$ cat src/rtl/seg_scan_mux_if.sv
// Digit-code inputs and active-low display pins of the segment scan multiplexer.
// master drives the four digit codes and blink mask, and observes the pins.
// slave is the multiplexer: it consumes the codes and drives an/seg/dp.
interface seg_scan_mux_if;
  logic [4:0] min_l;
  logic [4:0] min_r;
  logic [4:0] sec_l;
  logic [4:0] sec_r;
  logic [3:0] blink_mask;
  logic [3:0] an;
  logic [6:0] seg;
  logic       dp;

  modport master (
    output min_l, min_r, sec_l, sec_r, blink_mask,
    input  an, seg, dp
  );

  modport slave (
    input  min_l, min_r, sec_l, sec_r, blink_mask,
    output an, seg, dp
  );
endinterface

$ cat src/rtl/seg_scan_mux.sv
// Four-digit common-anode 7-segment scanner with frame snapshots, ghost guard and blink.
// Latency: an/seg/dp are registered, one cycle from the next-state slot/ref_cnt values.
// No backpressure: the display free-runs; optional blinking colon on dp under DP_COLON_EN.
module seg_scan_mux #(
  parameter int REFRESH_BITS = 17,  // each slot dwells 2^REFRESH_BITS cycles
  parameter int GUARD        = 4,   // dark cycles at the start of each slot, < 2^REFRESH_BITS
  parameter int BLINK_BITS   = 25   // blink counter width; MSB is the blink phase
) (
  input  logic            clk,
  input  logic            rst,      // synchronous, active-low
  seg_scan_mux_if.slave   bus
);

  localparam logic [4:0] CODE_BLANK = 5'd31;
  localparam logic [6:0] PAT_BLANK  = 7'b1111111;
  localparam logic [6:0] PAT_DASH   = 7'b0111111;

  // Scan state
  logic [REFRESH_BITS-1:0] ref_cnt;
  logic [REFRESH_BITS-1:0] ref_cnt_nxt;
  logic [1:0]              slot;
  logic [1:0]              slot_nxt;
  logic [BLINK_BITS-1:0]   blink_cnt;
  logic [BLINK_BITS-1:0]   blink_cnt_nxt;

  // Frame snapshot, indexed by slot: [0]=sec_r, [1]=sec_l, [2]=min_r, [3]=min_l
  logic [3:0][4:0]         snap;
  logic [3:0][4:0]         snap_nxt;

  // Registered pins
  logic [3:0]              an_q;
  logic [6:0]              seg_q;
  logic                    dp_q;

  // Next pin values
  logic [3:0]              an_nxt;
  logic [6:0]              seg_nxt;
  logic                    dp_nxt;

  logic                    slot_end;
  logic                    frame_end;
  logic                    in_guard;
  logic                    blink_off;
  logic                    blink_phase_nxt;
  logic [4:0]              code_nxt;

  // Segment patterns {g,f,e,d,c,b,a}, active-low. 31 is blank, other
  // out-of-range codes show a dash so a corrupt upstream value is visible.
  function automatic logic [6:0] decode(input logic [4:0] code);
    logic [6:0] pat;
    case (code)
      5'd0:       pat = 7'b1000000;
      5'd1:       pat = 7'b1111001;
      5'd2:       pat = 7'b0100100;
      5'd3:       pat = 7'b0110000;
      5'd4:       pat = 7'b0011001;
      5'd5:       pat = 7'b0010010;
      5'd6:       pat = 7'b0000010;
      5'd7:       pat = 7'b1111000;
      5'd8:       pat = 7'b0000000;
      5'd9:       pat = 7'b0010000;
      CODE_BLANK: pat = PAT_BLANK;
      default:    pat = PAT_DASH;
    endcase
    return pat;
  endfunction

  // Next-state for the dwell counter, slot index, blink counter and snapshot.
  // The snapshot is taken on the very last cycle of slot 3 so that the
  // whole following frame is built from one coherent set of digits.
  always_comb begin
    slot_end      = &ref_cnt;
    frame_end     = slot_end && (slot == 2'd3);
    ref_cnt_nxt   = ref_cnt + REFRESH_BITS'(1);
    slot_nxt      = slot_end ? slot + 2'd1 : slot;
    blink_cnt_nxt = blink_cnt + BLINK_BITS'(1);
    snap_nxt      = snap;
    if (frame_end) begin
      snap_nxt = {bus.min_l, bus.min_r, bus.sec_l, bus.sec_r};
    end
  end

  // Pin values derived from the next state, so the registered pins line up
  // with the slot/ref_cnt registers that take effect on the same edge.
  always_comb begin
    blink_phase_nxt = blink_cnt_nxt[BLINK_BITS-1];
    in_guard        = (ref_cnt_nxt < REFRESH_BITS'(GUARD));
    blink_off       = bus.blink_mask[slot_nxt] && blink_phase_nxt;
    code_nxt        = snap_nxt[slot_nxt];
    seg_nxt         = decode(code_nxt);
    an_nxt          = 4'b1111;
    if (!in_guard && !blink_off) begin
      an_nxt = ~(4'b0001 << slot_nxt);
    end
`ifdef DP_COLON_EN
    // Colon rides on the min_r digit and blinks with the blink phase.
    dp_nxt = !((slot_nxt == 2'd2) && (an_nxt != 4'b1111) && !blink_phase_nxt);
`else
    dp_nxt = 1'b1;
`endif
  end

  // Scan state and snapshot registers; reset blanks the snapshot so a
  // frame interrupted by reset never shows stale digits.
  always_ff @(posedge clk) begin
    if (!rst) begin
      ref_cnt   <= '0;
      slot      <= 2'd0;
      blink_cnt <= '0;
      snap      <= {4{CODE_BLANK}};
    end else begin
      ref_cnt   <= ref_cnt_nxt;
      slot      <= slot_nxt;
      blink_cnt <= blink_cnt_nxt;
      snap      <= snap_nxt;
    end
  end

  // Output pin registers; dark during reset.
  always_ff @(posedge clk) begin
    if (!rst) begin
      an_q  <= 4'b1111;
      seg_q <= PAT_BLANK;
      dp_q  <= 1'b1;
    end else begin
      an_q  <= an_nxt;
      seg_q <= seg_nxt;
      dp_q  <= dp_nxt;
    end
  end

  assign bus.an  = an_q;
  assign bus.seg = seg_q;
  assign bus.dp  = dp_q;

endmodule

$ cat src/flat_wrapper.sv
// flat-port wrapper written by rule: the top's interface ports become plain ports
module seg_scan_mux_flat 
#(
  parameter int REFRESH_BITS = 17,                                           
  parameter int GUARD        = 4,                                                             
  parameter int BLINK_BITS   = 25                                                 
)
  (clk, rst, bus_min_l, bus_min_r, bus_sec_l, bus_sec_r, bus_blink_mask, bus_an, bus_seg, bus_dp);
  seg_scan_mux_if bus_i ();
  input  logic clk;
  input  logic rst;
  input wire logic [$bits(bus_i.min_l)-1:0] bus_min_l;
  input wire logic [$bits(bus_i.min_r)-1:0] bus_min_r;
  input wire logic [$bits(bus_i.sec_l)-1:0] bus_sec_l;
  input wire logic [$bits(bus_i.sec_r)-1:0] bus_sec_r;
  input wire logic [$bits(bus_i.blink_mask)-1:0] bus_blink_mask;
  output wire logic [$bits(bus_i.an)-1:0] bus_an;
  output wire logic [$bits(bus_i.seg)-1:0] bus_seg;
  output wire logic [$bits(bus_i.dp)-1:0] bus_dp;
  assign bus_i.min_l = bus_min_l;
  assign bus_i.min_r = bus_min_r;
  assign bus_i.sec_l = bus_sec_l;
  assign bus_i.sec_r = bus_sec_r;
  assign bus_i.blink_mask = bus_blink_mask;
  assign bus_an = bus_i.an;
  assign bus_seg = bus_i.seg;
  assign bus_dp = bus_i.dp;
  seg_scan_mux #(.REFRESH_BITS(REFRESH_BITS), .GUARD(GUARD), .BLINK_BITS(BLINK_BITS)) u_core (.clk(clk), .rst(rst), .bus(bus_i));
endmodule
$ cat config.mk
export PLATFORM = sky130hd
export DESIGN_NAME = seg_scan_mux_flat
export DESIGN_NICKNAME = d
export VERILOG_FILES = /design/src/rtl/seg_scan_mux_if.sv /design/src/rtl/seg_scan_mux.sv /design/src/flat_wrapper.sv
export SDC_FILE = /design/constraint.sdc
export NUM_CORES = 1
export LEC_CHECK = 0
export BUFFER_PORTS_ARGS = -buffer_cell sky130_fd_sc_hd__buf_2
export CAP_MARGIN = 20
export CORE_UTILIZATION = 55
export CTS_BUF_LIST = sky130_fd_sc_hd__clkbuf_8 sky130_fd_sc_hd__clkbuf_16
export DETAILED_ROUTE_END_ITERATION = 8
export PLACE_DENSITY_LB_ADDON = 0.05
export SYNTH_ARGS = -nofsm -noshare
export SYNTH_HDL_FRONTEND = slang
export SYNTH_SLANG_ARGS = --single-unit
$ cat constraint.sdc
create_clock -name clk -period 3.85 [get_ports clk]
set_input_delay 0.9625 -clock clk [delete_from_list [all_inputs] [get_ports clk]]
set_output_delay 0.9625 -clock clk [all_outputs]
set_load 0.005 [all_outputs]
==> results.py <==
metrics = {
    "status": {
        "outcome": "completed",
    },
    "sta": {
        "min_period_ps": 3460,
        "relSlewSlack_pct": 57.7,
        "hold_viol": 0,
        "fmaxAchievable_ghz": 0.289,
        "worstMarginPinSlew_ps": 630,
        "tns_ps": 0,
        "slew_viol_final": 0,
        "fin_crit_sh_pct": 89.8,
        "skew_ps": 6.84,
        "final-setup-viol-count": 0,
        "rsz0062_at_grt": "false",
    },
    "clock_network": {
        "clock_path_buffers": 2,
        "htreeDepth": 3,
        "path_clk_slew_ps": 70,
        "postCtsHoldBufs": 0,
        "root_buffer": "clkbuf_8",
        "cts_buffers": 9,
        "cts_tree": "yes",
        "insertion_delay_ps": 350,
        "cts_sinks": 75,
    },
    "routing": {
        "drt-initial-drc-count": 97,
        "routedWlPerCell_um": 13.7,
        "wirelength_mm": 7.10,
        "drtAntennaViolNets": 0,
        "via_per_inst": 5.50,
        "vias": 2844,
        "drc": 0,
        "first_pass_iters": 4,
    },
    "placed_design": {
        "place_hpwl_mm": 5.06,
        "place.gp.congestion": 0.815,
        "postPlaceCellArea_um2": 3860,
        "portBuffers": 36,
        "dpl.cell_count": 501,
    },
    "power_and_ir_drop": {
        "power_leakage_nw": 1.60,
        "power_mw": 1.43,
        "power_density_nw_per_um2": 351,
        "ir_drop_mv": 0.279,
    },
    "floorplanning": {
        "core_area_um2": 6390,
        "io_pins": 38,
        "die_w_um": 83.5,
        "start_util_pct": 57.2,
        "die_area_um2": 6980,
        "die_h_um": 83.5,
        "fp-row-count": 29,
    },
    "final_layout": {
        "utilization_pct": 63.7,
        "fin_cells": 517,
        "layout_commonest_cell": "dfxtp_1",
        "final_nets": 471,
        "finish.instance_area_um2": 4070,
        "drive_above_1_share_pct": 19.1,
        "fill_cells": 534,
        "diodes": 0,
        "final_cell_mix": "75 x dfxtp_1, 39 x nor2_1, 36 x buf_2",
        "synthToLayoutAreaGrowth_pct": 11.2,
    },
    "yosys": {
        "synth-edff-count": 0,
        "synth_seq_cells": 75,
        "ys.flop_type": "dfxtp_1",
        "synth.cell_area_um2": 3660,
        "syn_inst": 400,
        "synth_fp_nets": 436,
        "yosysSeqAreaShare_pct": 41.1,
        "yosys_warnings": 0,
        "syn_area_per_cell_um2": 9.14,
        "yosysUniqueCellTypes": 62,
        "synthArstFlopShare_pct": 0,
    },
    "setup_path": {
        "path_max_fanout": 12,
        "rr_startpoint": "u_core.ref_cnt[0]",
        "critPathRequiredTime_ps": 4080,
        "worstReg2RegEnd": "u_core.bus.seg[1]",
        "endpoint_kind": "flop",
        "crit_type": "reg2reg",
        "reg2reg_depth": 15,
        "critPathLaunch": "u_core.ref_cnt[0]",
        "reg2reg_setup_slack_ps": 390,
        "cp-start-kind": "flop",
        "worstPathArrival_ps": 3690,
        "endpoint": "u_core.bus.seg[1]",
    },
    "global_route": {
        "grt-ovfl-total": 0,
        "grt_pass1_vias": 2641,
        "antenna_found_initial": 0,
        "top_usage_layer": "met2",
        "grtUsageTotal_pct": 22.0,
        "grt_pass1_wl_mm": 12.3,
        "grt_util_met2_pct": 33.7,
        "grt_max_degree": 47,
        "use_met3_pct": 6.03,
        "grtUsageMet1_pct": 30.5,
    },
    "job": {
        "drv_cap": 0,
    },
    "hold_path": {
        "hp-class": "reg2reg",
    },
}
-- registers in the layout, summed over array words and instances, names as in the netlist --
register / count
u_core.blink_cnt: 25
u_core.bus.seg: 7
u_core.snap: 20
u_core.slot: 2
u_core.bus.an: 4
u_core.ref_cnt: 17
-- report_power, final --
group,internal (mW),switching [mW],total [mW]
logic,0.0190,0.0227,0.0417
registers,0.781,0.00545,0.787
clock network,0.311,0.287,0.598
total,1.11,0.315,1.43
-- critical path, stage by stage, from the launching register on --
cell      delay, ps
dfxtp_1         370
ha_1            280
nand3_1         230
nor2_2          190
nand3_1         130
nor2_1          140
ha_2            320
buf_4           210
or3_1           180
and2_1          190
o22ai_1         100
or2_1           290
inv_1           130
ha_1            250
a211oi_1        260
o21ai_1          80
-- cells in the mapped netlist (2+ instances only) --
cell	n	area (µm²)
nand3_1	26	130
a21bo_2	2	20.0
o21ai_0	8	40.0
dfxtp_1	75	1500
buf_2	4	20.0
o21ai_1	6	30.0
a21boi_1	4	30.0
nand2_1	30	113
buf_4	2	15.0
nor4_1	3	18.8
and3_1	12	75.1
mux2i_1	12	120
nor4_2	3	37.5
nor3_1	7	35.0
and2_4	3	26.3
buf_1	4	15.0
a211oi_1	2	15.0
o21ai_2	2	17.5
xor2_1	14	123
o22ai_1	3	18.8
or3_1	22	138
nand2b_1	4	25.0
nor2_1	40	150
buf_6	3	33.8
ha_1	10	125
and2_1	10	62.6
o2bb2ai_1	3	26.3
a21oi_1	14	70.1
or3b_1	3	26.3
clkbuf_1	4	15.0
nand4_1	7	43.8
inv_1	7	26.3
nand3b_1	5	37.5
xnor2_1	16	140
a22oi_1	2	15.0
and4_1	2	17.5
-- kinds of logic (layout without fill, tap and decap cells) --
kind of cell	count (synthesis)	count (layout)	share of synthesized area (%)
AO/OA/AOI/OAI	60	60	12.0
XOR/XNOR	30	30	7.19
adder cells (fa/ha/maj)	10	10	3.42
buffers and inverters	25	65	3.83
flip-flops	75	75	41.1
multiplexers	14	14	4.28
other	1	1	0.103
AND/OR/NAND/NOR	185	185	28.1
-- routing by layer --
layer	vias up	routed length, µm
li1	1482	-
met2	43	2970
met5	-	0
met3	7	263
met4	0	72
met1	1312	3800
-- through the flow --
step | hold slack [ps] | setup WS [ps]
finish | 460 | 393
global route | 501 | 45.1
CTS | 467 | 269
detailed placement | 450 | 284
global placement | 444 | 405
floorplan | 430 | 797
-- cell type report --
class | instances | area [µm²] | share of cell area, %
clock buffer | 10 | 138 | 3.38
clock inverter | 6 | 56.3 | 1.38
inverter | 7 | 26.3 | 0.646
multi-input combinational | 300 | 2020 | 49.8
sequential | 75 | 1500 | 36.9
tap | 77 | 96.3 | 2.37
timing repair buffer | 42 | 225 | 5.54
-- worst min-delay path by stage --
stage / cells past startpoint / endpoint / slack (ps) / startpoint
after floorplan: 1 / u_core.blink_cnt[0] / 430 / u_core.blink_cnt[0]
after global placement: 1 / u_core.ref_cnt[0] / 440 / u_core.ref_cnt[0]
after detailed placement: 1 / u_core.ref_cnt[0] / 450 / u_core.ref_cnt[0]
after CTS: 1 / u_core.ref_cnt[0] / 470 / u_core.ref_cnt[0]
after global routing: 1 / u_core.ref_cnt[0] / 500 / u_core.ref_cnt[0]
final: 1 / u_core.ref_cnt[0] / 460 / u_core.ref_cnt[0]
-- what timing repair did --
item,4_1_cts,5_1_grt
setup buffers,0,0
setup endpoints to repair,0,11
gates resized for setup,0,3
Note: power is estimated with default switching activity, not from simulation.
